[config.mk]
export PLATFORM = sky130hd
export DESIGN_NAME = io_share_ctrl_flat
export DESIGN_NICKNAME = d
export VERILOG_FILES = /design/src/rtl/io_share_pkg.sv /design/src/rtl/io_share_ctrl_if.sv /design/src/rtl/io_share_wb_regs.sv /design/src/rtl/io_share_ctrl.sv /design/src/flat_wrapper.sv
export SDC_FILE = /design/constraint.sdc
export NUM_CORES = 1
export LEC_CHECK = 0
export BUFFER_PORTS_ARGS = -buffer_cell sky130_fd_sc_hd__buf_2
export CORE_AREA = 2 2 267 269
export CTS_BUF_LIST = sky130_fd_sc_hd__clkbuf_16
export CTS_CLUSTER_DIAMETER = 80
export CTS_CLUSTER_SIZE = 14
export DETAILED_ROUTE_END_ITERATION = 7
export DIE_AREA = 0 0 269 271
export PLACE_DENSITY = 0.34
export SLEW_MARGIN = 20
export SYNTH_ARGS = -nofsm -noshare
export SYNTH_HDL_FRONTEND = slang
export SYNTH_SLANG_ARGS = --single-unit
export TNS_END_PERCENT = 50
[constraint.sdc]
create_clock -name wb_clk_i -period 3.3 [get_ports wb_clk_i]
set_input_delay 0.66 -clock wb_clk_i [delete_from_list [all_inputs] [get_ports wb_clk_i]]
set_output_delay 0.66 -clock wb_clk_i [all_outputs]
set_load 0.01 [all_outputs]
[src/rtl/io_share_pkg.sv]
// Shared constants and types for the GPIO pad-sharing controller.
package io_share_pkg;

  localparam int SELW = 3;

  localparam logic [7:0] OFS_CTRL   = 8'h00;
  localparam logic [7:0] OFS_ANA_LO = 8'h04;
  localparam logic [7:0] OFS_ANA_HI = 8'h08;
  localparam logic [7:0] OFS_STATUS = 8'h0C;

  localparam int STAT_SEL_LSB = 0;
  localparam int STAT_BUSY    = 8;
  localparam int STAT_ERR     = 9;
  localparam int STAT_LAOVR   = 10;
  localparam int STAT_CNT_LSB = 16;

  typedef enum logic [1:0] {
    ACTIVE,
    QUIESCE,
    COMMIT
  } state_e;

endpackage

[src/rtl/io_share_ctrl_if.sv]
// Wishbone slave bundle for the pad-sharing controller.
interface io_share_ctrl_if;
  logic        wbs_stb_i;
  logic        wbs_cyc_i;
  logic        wbs_we_i;
  logic [3:0]  wbs_sel_i;
  logic [31:0] wbs_adr_i;
  logic [31:0] wbs_dat_i;
  logic        wbs_ack_o;
  logic [31:0] wbs_dat_o;

  modport master (
    output wbs_stb_i, wbs_cyc_i, wbs_we_i, wbs_sel_i, wbs_adr_i, wbs_dat_i,
    input  wbs_ack_o, wbs_dat_o
  );

  modport slave (
    input  wbs_stb_i, wbs_cyc_i, wbs_we_i, wbs_sel_i, wbs_adr_i, wbs_dat_i,
    output wbs_ack_o, wbs_dat_o
  );
endinterface

[src/rtl/io_share_wb_regs.sv]
// Wishbone decode, single-cycle ack, analog mask, CTRL request strobe and STATUS.
module io_share_wb_regs
  import io_share_pkg::*;
#(
  parameter int              N_PADS       = 38,
  parameter logic [31:0]     BASE_ADDR    = 32'h3000_0000,
  parameter logic [N_PADS-1:0] ANA_MASK_RST = {N_PADS{1'b0}}
) (
  input  logic              clk,
  input  logic              rst,
  io_share_ctrl_if.slave    wb,
  input  logic [SELW-1:0]   active_sel,
  input  logic [SELW-1:0]   pending,
  input  logic              busy,
  input  logic [7:0]        cnt,
  input  logic              la_ovr,
  input  logic              err_set,
  output logic [N_PADS-1:0] mask,
  output logic              ctrl_wr,
  output logic [SELW-1:0]   ctrl_sel
);

  logic        hit;
  logic        req;
  logic        wr_acc;
  logic [7:0]  ofs;
  logic        lo_wr;
  logic        hi_wr;
  logic        err;
  logic        err_clr;
  logic [31:0] mask_lo;
  logic [31:0] mask_hi;
  logic [31:0] rdata;

  assign hit = (wb.wbs_adr_i[31:8] == BASE_ADDR[31:8]);
  assign req = wb.wbs_stb_i & wb.wbs_cyc_i & hit & ~wb.wbs_ack_o;
  assign ofs = wb.wbs_adr_i[7:0];

  // Writes land on the ack cycle while the master still holds address and data.
  assign wr_acc   = wb.wbs_ack_o & wb.wbs_stb_i & wb.wbs_cyc_i & wb.wbs_we_i;
  assign lo_wr    = wr_acc && (ofs == OFS_ANA_LO);
  assign hi_wr    = wr_acc && (ofs == OFS_ANA_HI);
  assign ctrl_wr  = wr_acc && (ofs == OFS_CTRL) && wb.wbs_sel_i[0];
  assign ctrl_sel = wb.wbs_dat_i[SELW-1:0];
  assign err_clr  = wr_acc && (ofs == OFS_STATUS) && wb.wbs_sel_i[1] && wb.wbs_dat_i[STAT_ERR];

  always_ff @(posedge clk) begin
    if (rst) begin
      mask <= ANA_MASK_RST;
    end else begin
      for (int p = 0; p < N_PADS; p++) begin
        if (((p < 32) ? lo_wr : hi_wr) && wb.wbs_sel_i[p[4:3]])
          mask[p] <= wb.wbs_dat_i[p[4:0]];
      end
    end
  end

  always_ff @(posedge clk) begin
    if (rst)          err <= 1'b0;
    else if (err_set) err <= 1'b1;
    else if (err_clr) err <= 1'b0;
  end

  always_comb begin
    mask_lo = '0;
    mask_hi = '0;
    for (int p = 0; p < N_PADS; p++) begin
      if (p < 32) mask_lo[p[4:0]] = mask[p];
      else        mask_hi[p[4:0]] = mask[p];
    end
    rdata = '0;
    case (ofs)
      OFS_CTRL:   rdata[SELW-1:0] = pending;
      OFS_ANA_LO: rdata = mask_lo;
      OFS_ANA_HI: rdata = mask_hi;
      OFS_STATUS: begin
        rdata[STAT_SEL_LSB +: SELW] = active_sel;
        rdata[STAT_BUSY]            = busy;
        rdata[STAT_ERR]             = err;
        rdata[STAT_LAOVR]           = la_ovr;
        rdata[STAT_CNT_LSB +: 8]    = cnt;
      end
      default: ;
    endcase
  end

  always_ff @(posedge clk) begin
    if (rst) begin
      wb.wbs_ack_o <= 1'b0;
      wb.wbs_dat_o <= '0;
    end else begin
      wb.wbs_ack_o <= req;
      wb.wbs_dat_o <= (req && !wb.wbs_we_i) ? rdata : '0;
    end
  end

endmodule

[src/rtl/io_share_ctrl.sv]
// Pad-sharing controller: switch FSM with timed quiesce window and pad mux.
// Optional IO_SHARE_LA_OVERRIDE_EN adds a logic-analyser driven select request.
module io_share_ctrl
  import io_share_pkg::*;
#(
  parameter int                N_DESIGNS    = 4,
  parameter int                N_PADS       = 38,
  parameter logic [31:0]       BASE_ADDR    = 32'h3000_0000,
  parameter int                GUARD_CYCLES = 8,
  parameter logic [N_PADS-1:0] ANA_MASK_RST = {N_PADS{1'b0}}
) (
  input  logic                          wb_clk_i,
  input  logic                          wb_rst_i,
  io_share_ctrl_if.slave                wb,
`ifdef IO_SHARE_LA_OVERRIDE_EN
  input  logic                          la_ovr_en_i,
  input  logic [SELW-1:0]               la_ovr_sel_i,
`endif
  input  logic [N_PADS-1:0]             io_in,
  output logic [N_PADS-1:0]             io_out,
  output logic [N_PADS-1:0]             io_oeb,
  input  logic [N_DESIGNS*N_PADS-1:0]   dsn_io_out,
  input  logic [N_DESIGNS*N_PADS-1:0]   dsn_io_oeb,
  output logic [N_DESIGNS*N_PADS-1:0]   dsn_io_in,
  output logic [N_DESIGNS-1:0]          dsn_rst_o,
  output logic                          sw_irq_o
);

  localparam logic [SELW:0] NDES  = (SELW+1)'(N_DESIGNS);
  localparam logic [7:0]    GUARD = 8'(GUARD_CYCLES);

  state_e              state, state_n;
  logic [7:0]          cnt, cnt_n;
  logic [SELW-1:0]     active_sel, active_n;
  logic [SELW-1:0]     pending, pending_n;
  logic [N_PADS-1:0]   mask;
  logic                ctrl_wr;
  logic [SELW-1:0]     ctrl_sel;
  logic                req;
  logic [SELW-1:0]     req_sel;
  logic                req_ok;
  logic                err_set;
  logic                la_ovr;
  logic                busy;

`ifdef IO_SHARE_LA_OVERRIDE_EN
  assign la_ovr  = la_ovr_en_i;
  assign req     = la_ovr_en_i ? (state == ACTIVE) : ctrl_wr;
  assign req_sel = la_ovr_en_i ? la_ovr_sel_i : ctrl_sel;
`else
  assign la_ovr  = 1'b0;
  assign req     = ctrl_wr;
  assign req_sel = ctrl_sel;
`endif

  assign req_ok  = req && ({1'b0, req_sel} < NDES);
  assign err_set = req && !req_ok;
  assign busy    = (state != ACTIVE);

  io_share_wb_regs #(
    .N_PADS       (N_PADS),
    .BASE_ADDR    (BASE_ADDR),
    .ANA_MASK_RST (ANA_MASK_RST)
  ) u_regs (
    .clk        (wb_clk_i),
    .rst        (wb_rst_i),
    .wb         (wb),
    .active_sel (active_sel),
    .pending    (pending),
    .busy       (busy),
    .cnt        (cnt),
    .la_ovr     (la_ovr),
    .err_set    (err_set),
    .mask       (mask),
    .ctrl_wr    (ctrl_wr),
    .ctrl_sel   (ctrl_sel)
  );

  always_ff @(posedge wb_clk_i) begin
    if (wb_rst_i) begin
      state      <= QUIESCE;
      cnt        <= GUARD;
      active_sel <= '0;
      pending    <= '0;
      sw_irq_o   <= 1'b0;
    end else begin
      state      <= state_n;
      cnt        <= cnt_n;
      active_sel <= active_n;
      pending    <= pending_n;
      sw_irq_o   <= (state == COMMIT);
    end
  end

  // A request landing in COMMIT itself is honoured rather than lost.
  always_comb begin
    state_n   = state;
    cnt_n     = cnt;
    active_n  = active_sel;
    pending_n = pending;
    case (state)
      ACTIVE: begin
        if (req_ok && (req_sel != active_sel)) begin
          pending_n = req_sel;
          cnt_n     = GUARD;
          state_n   = QUIESCE;
        end
      end
      QUIESCE: begin
        if (req_ok) pending_n = req_sel;
        cnt_n = cnt - 8'd1;
        if (cnt == 8'd1) state_n = COMMIT;
      end
      COMMIT: begin
        if (req_ok) pending_n = req_sel;
        active_n = pending_n;
        state_n  = ACTIVE;
      end
      default: state_n = QUIESCE;
    endcase
  end

  always_comb begin
    io_out    = '0;
    io_oeb    = '1;
    dsn_io_in = '0;
    dsn_rst_o = '1;
    if (state == ACTIVE) begin
      for (int d = 0; d < N_DESIGNS; d++) begin
        if (active_sel == SELW'(d)) begin
          io_out                     = dsn_io_out[d*N_PADS +: N_PADS];
          io_oeb                     = dsn_io_oeb[d*N_PADS +: N_PADS];
          dsn_io_in[d*N_PADS +: N_PADS] = io_in;
          dsn_rst_o[d]               = 1'b0;
        end
      end
    end
    io_out = io_out & ~mask;
    io_oeb = io_oeb | mask;
  end

endmodule

[src/flat_wrapper.sv]
// flat-port wrapper written by rule: the top's interface ports become plain ports
module io_share_ctrl_flat import io_share_pkg::*;
#(
  parameter int                N_DESIGNS    = 4,
  parameter int                N_PADS       = 38,
  parameter logic [31:0]       BASE_ADDR    = 32'h3000_0000,
  parameter int                GUARD_CYCLES = 8,
  parameter logic [N_PADS-1:0] ANA_MASK_RST = {N_PADS{1'b0}}
)
  (wb_clk_i, wb_rst_i, io_in, io_out, io_oeb, dsn_io_out, dsn_io_oeb, dsn_io_in, dsn_rst_o, sw_irq_o, wb_wbs_stb_i, wb_wbs_cyc_i, wb_wbs_we_i, wb_wbs_sel_i, wb_wbs_adr_i, wb_wbs_dat_i, wb_wbs_ack_o, wb_wbs_dat_o);
  io_share_ctrl_if wb_i ();
  input  logic wb_clk_i;
  input  logic wb_rst_i;
  input  logic [N_PADS-1:0] io_in;
  output logic [N_PADS-1:0] io_out;
  output logic [N_PADS-1:0] io_oeb;
  input  logic [N_DESIGNS*N_PADS-1:0] dsn_io_out;
  input  logic [N_DESIGNS*N_PADS-1:0] dsn_io_oeb;
  output logic [N_DESIGNS*N_PADS-1:0] dsn_io_in;
  output logic [N_DESIGNS-1:0] dsn_rst_o;
  output logic sw_irq_o;
  input wire logic [$bits(wb_i.wbs_stb_i)-1:0] wb_wbs_stb_i;
  input wire logic [$bits(wb_i.wbs_cyc_i)-1:0] wb_wbs_cyc_i;
  input wire logic [$bits(wb_i.wbs_we_i)-1:0] wb_wbs_we_i;
  input wire logic [$bits(wb_i.wbs_sel_i)-1:0] wb_wbs_sel_i;
  input wire logic [$bits(wb_i.wbs_adr_i)-1:0] wb_wbs_adr_i;
  input wire logic [$bits(wb_i.wbs_dat_i)-1:0] wb_wbs_dat_i;
  output wire logic [$bits(wb_i.wbs_ack_o)-1:0] wb_wbs_ack_o;
  output wire logic [$bits(wb_i.wbs_dat_o)-1:0] wb_wbs_dat_o;
  assign wb_i.wbs_stb_i = wb_wbs_stb_i;
  assign wb_i.wbs_cyc_i = wb_wbs_cyc_i;
  assign wb_i.wbs_we_i = wb_wbs_we_i;
  assign wb_i.wbs_sel_i = wb_wbs_sel_i;
  assign wb_i.wbs_adr_i = wb_wbs_adr_i;
  assign wb_i.wbs_dat_i = wb_wbs_dat_i;
  assign wb_wbs_ack_o = wb_i.wbs_ack_o;
  assign wb_wbs_dat_o = wb_i.wbs_dat_o;
  io_share_ctrl #(.N_DESIGNS(N_DESIGNS), .N_PADS(N_PADS), .BASE_ADDR(BASE_ADDR), .GUARD_CYCLES(GUARD_CYCLES), .ANA_MASK_RST(ANA_MASK_RST)) u_core (.wb_clk_i(wb_clk_i), .wb_rst_i(wb_rst_i), .wb(wb_i), .io_in(io_in), .io_out(io_out), .io_oeb(io_oeb), .dsn_io_out(dsn_io_out), .dsn_io_oeb(dsn_io_oeb), .dsn_io_in(dsn_io_in), .dsn_rst_o(dsn_rst_o), .sw_irq_o(sw_irq_o));
endmodule
==> qor.txt <==
Outcome: complete, no violations
Delay-heaviest family, CP: flip-flops
Crit-path max cell delay: 0.65 ns
Max Buffers Root-to-Sink: 2
Slew headroom: 0.4953
Worst min path class: register to register
M1 wire length: 20370 um
Req. time, crit path: 2.64 ns
Final Skew: 0.008424 ns
Seq/Total Area, Yosys: 0.2348
# IOs: 681
Initial antenna violation count: 34
LEAKAGE: 5.700 nW
Mux contribution to synthesized area: 0.2098
Largest family of logic cells by synthesized area: simple AND/OR/NAND/NOR gates
Critical Path Fanout Max: 20
Vias per cell: 3.903
Ys flop type: dfxtp_1
Critical path launch point type: register
Design Power: 0.003785 W
Vias: 9581
Chip width: 269 um
Buffers added on ports: 680
Post-route clock period utilization: 0.9464
Synth Register Bits: 89
Setup Total Neg Slack: 0 ns
RSZ-0062 raised after global routing: false
DRT antenna net count: 0
Worst R2R Path Depth: 8
Worst Setup SP: u_core.active_sel[1]$_SDFFE_PP0P_
Initial Util: 0.1087
Synth Area in Simple Gates: 0.3329
DP Worst Slack: 0.3749 ns
CTS root buffer: clkbuf_16
Worst hold slack: 0.4863 ns
H-tree depth: 3
Top cell type's share of synthesized area: 0.2348
Crit path DAT: 2.46 ns
Mapped Avg Cell Area: 8.802 um2
GP Congestion: 0.8684
GRT Resource Usage Total: 0.1476
Clk Latency, worst-skew pair: 0.37 ns
Gate Count Post-Synth: 862
Max Slew Vio Count: 0
Worst Setup EP: io_oeb[29]
DRC viols: 0
Hold Fails Final Rpt: 0
Maximum vdd drop: 188.5 uV
Clock Pin Slew Worst Setup and Hold Paths: 0.08 ns
Crit Path Category: register to output port
Post-synthesis instance area: 7587 um2
Routed WL: 56610 um
Asr flop ratio synth: 0
Max-cap violations: 0
Post-Layout Cell Count: 2455
Fillers: 7961
CTS tree: done
Top Metal Used: met5
Largest net degree at the start of global routing: 64
Die area: 72900 um2
RR Startpoint: u_core.state[1]$_SDFFE_PP0P_
Slowest-stage cell, CP: dfxtp_4
Post-synthesis compound-gate area fraction: 0.1598
TritonCTS Buffers: 9
First drt pass iteration count: 5
Least-Margin Pin Slew: 0.7502 ns
Synth Warn #: 0
Layout Area Growth over Synthesis: 65.17%
XOR/XNOR Fraction of Synth Area: 0.003463
Met2 WL: 29680 um
Flop-to-flop setup slack: 0.84 ns
Synthesized net count: 1282
DR iter-0 viols: 416
Number of global-route vias before repair: 9903
Fin worst setup slack: 0.1769 ns
# setup viols final: 0
Share of layout cells above drive strength 1: 0.5679
Adder-cell share of the synthesized area: 0.008245
Power Density: 302.0 nW/um2
Core Region: 69790 um2
Routed wire length per instance: 23.06 um
CP endpoint kind: output port
Die H: 271 um
Post-cts resize count: 0
Synth cell types: 54
DP Cell Count: 2425
Logic depth of the worst path, buffers included: 6
Buf/Inv on CP: 2
WL met3: 4577 um
Post-synth EDFFs: 0
Site Rows: 97
First-pass GRT wire length: 74860 um
Clock sinks: 89
Grt total ovfl: 0
Final Critical Period: 3.123 ns
# nets final: 1917
Area leader, netlist: dfxtp_1
Reg2reg end: u_core.cnt[3]$_SDFFE_PP1P_
Fmax: 320.2 MHz
Synth area leaders: dfxtp_1 (23%), and2_1 (14%), mux4_2 (12%), mux2_2 (5.6%), o22a_1 (4.4%)
Detailed Place HPWL: 47760 um
Critical Path, Cell by Cell: buf_4, mux2_2, o22a_1, o22ai_1, nand3b_1, buf_2
-- cells by family (layout without fill, tap and decap cells) --
family | Yosys count | after routing
buffers and inverters | 100 | 740
AOI/OAI and AO/OA | 161 | 161
xor gates and xnor gates | 3 | 3
adders and majority gates | 5 | 5
DFF | 89 | 89
other | 0 | 13
muxes | 103 | 103
and+or+nand+nor | 401 | 401
-- report_power, final --
part	switching [W]	internal, W
Combinational	0.000762	0.000629
Clock	0.000544	0.000654
Sequential	0.0000805	0.00112
Total	0.00139	0.00240
-- repair_timing --
| action | 4_1_cts | 5_1_grt |
|---|---|---|
| endpoints found under the setup margin | 2 | 0 |
| hold buffers | 0 | 0 |
| buffers inserted | 1 | 0 |
-- worst min-delay path by stage --
stage,to,start,depth (start not counted)
final,u_core.u_regs.err$_SDFFE_PP0P_,u_core.u_regs.err$_SDFFE_PP0P_,2
after global routing,u_core.u_regs.mask[9]$_SDFFE_PP0P_,wb_wbs_dat_i[9],3
after CTS,u_core.u_regs.err$_SDFFE_PP0P_,u_core.u_regs.err$_SDFFE_PP0P_,2
after detailed placement,u_core.u_regs.err$_SDFFE_PP0P_,u_core.u_regs.err$_SDFFE_PP0P_,2
after global placement,u_core.u_regs.err$_SDFFE_PP0P_,u_core.u_regs.err$_SDFFE_PP0P_,2
after floorplan,u_core.u_regs.err$_SDFFE_PP0P_,u_core.u_regs.err$_SDFFE_PP0P_,2
-- sequential cells by signal (all words and copies together) (netlist names) --
register                    flops
u_core.u_regs.mask             38
u_core.u_regs.wb.wbs_dat_o     32
u_core.cnt                      8
u_core.active_sel               3
u_core.pending                  3
u_core.state                    2
u_core.sw_irq_o                 1
u_core.u_regs.err               1
u_core.u_regs.wb.wbs_ack_o      1
-- routing by layer --
layer	up-vias	track usage
met3	79	0.04105
li1	4441	-
met4	16	0.07105
met5	-	0
met2	525	0.2756
met1	4520	0.1490
-- cells in the mapped netlist (5+ instances only) --
library cell and count:
nand4_1 5, clkbuf_1 72, mux2_2 38, nor4_1 9
nand3b_1 38, nand2b_1 25, a211oi_1 6, mux2i_1 24
or4_1 5, or3_1 5, nor3_1 8, and2_1 168
inv_1 11, nand2_1 11, nor2_1 26, ha_1 5
a21oi_1 32, buf_1 13, dfxtp_1 89, nor4b_1 5
o22ai_1 38, nor3b_1 42, o22a_1 38, nor2b_1 7
nand3_1 32, mux4_2 41, a21bo_2 26
-- through the flow --
step	instance area (um2)	utilization
2_1_floorplan	7587	-
3_3_place_gp	12150	0.1741
3_5_place_dp	12150	0.1741
4_1_cts	12500	0.1791
5_1_grt	12530	0.1795
6_report	12530	0.1796
-- tightest hold or removal path, delay by kind of cell, from the launching register on --
family         cells  cell delay (ns)
AO/OA/AOI/OAI      2             0.11
flip-flops         1             0.33
-- cell type report --
cell class / count / area (um2) / share of cell area
diodes: 13 / 32.53 / 0.002596
clock buffers: 10 / 250.2 / 0.01997
clock inverters: 6 / 78.83 / 0.006290
inverters: 11 / 41.29 / 0.003295
multi-input cells: 673 / 5461 / 0.4358
flip-flops and latches: 89 / 1790 / 0.1429
well taps: 940 / 1176 / 0.09385
repair buffers: 713 / 3701 / 0.2953
-- layout by cell type (no fill, tap or decap), drive strengths merged, types with 6 or more instances in the layout --
cell / instances
a211oi: 7
a21bo: 26
a21oi: 32
and2: 168
buf: 713
clkbuf: 10
dfxtp: 89
diode: 13
inv: 16
mux2: 38
mux2i: 24
mux4: 41
nand2: 11
nand2b: 25
nand3: 32
nand3b: 38
nor2: 26
nor2b: 7
nor3: 8
nor3b: 42
nor4: 11
o22a: 38
o22ai: 38
or3: 6
or4: 6
Power figures use the tool's default switching activity.
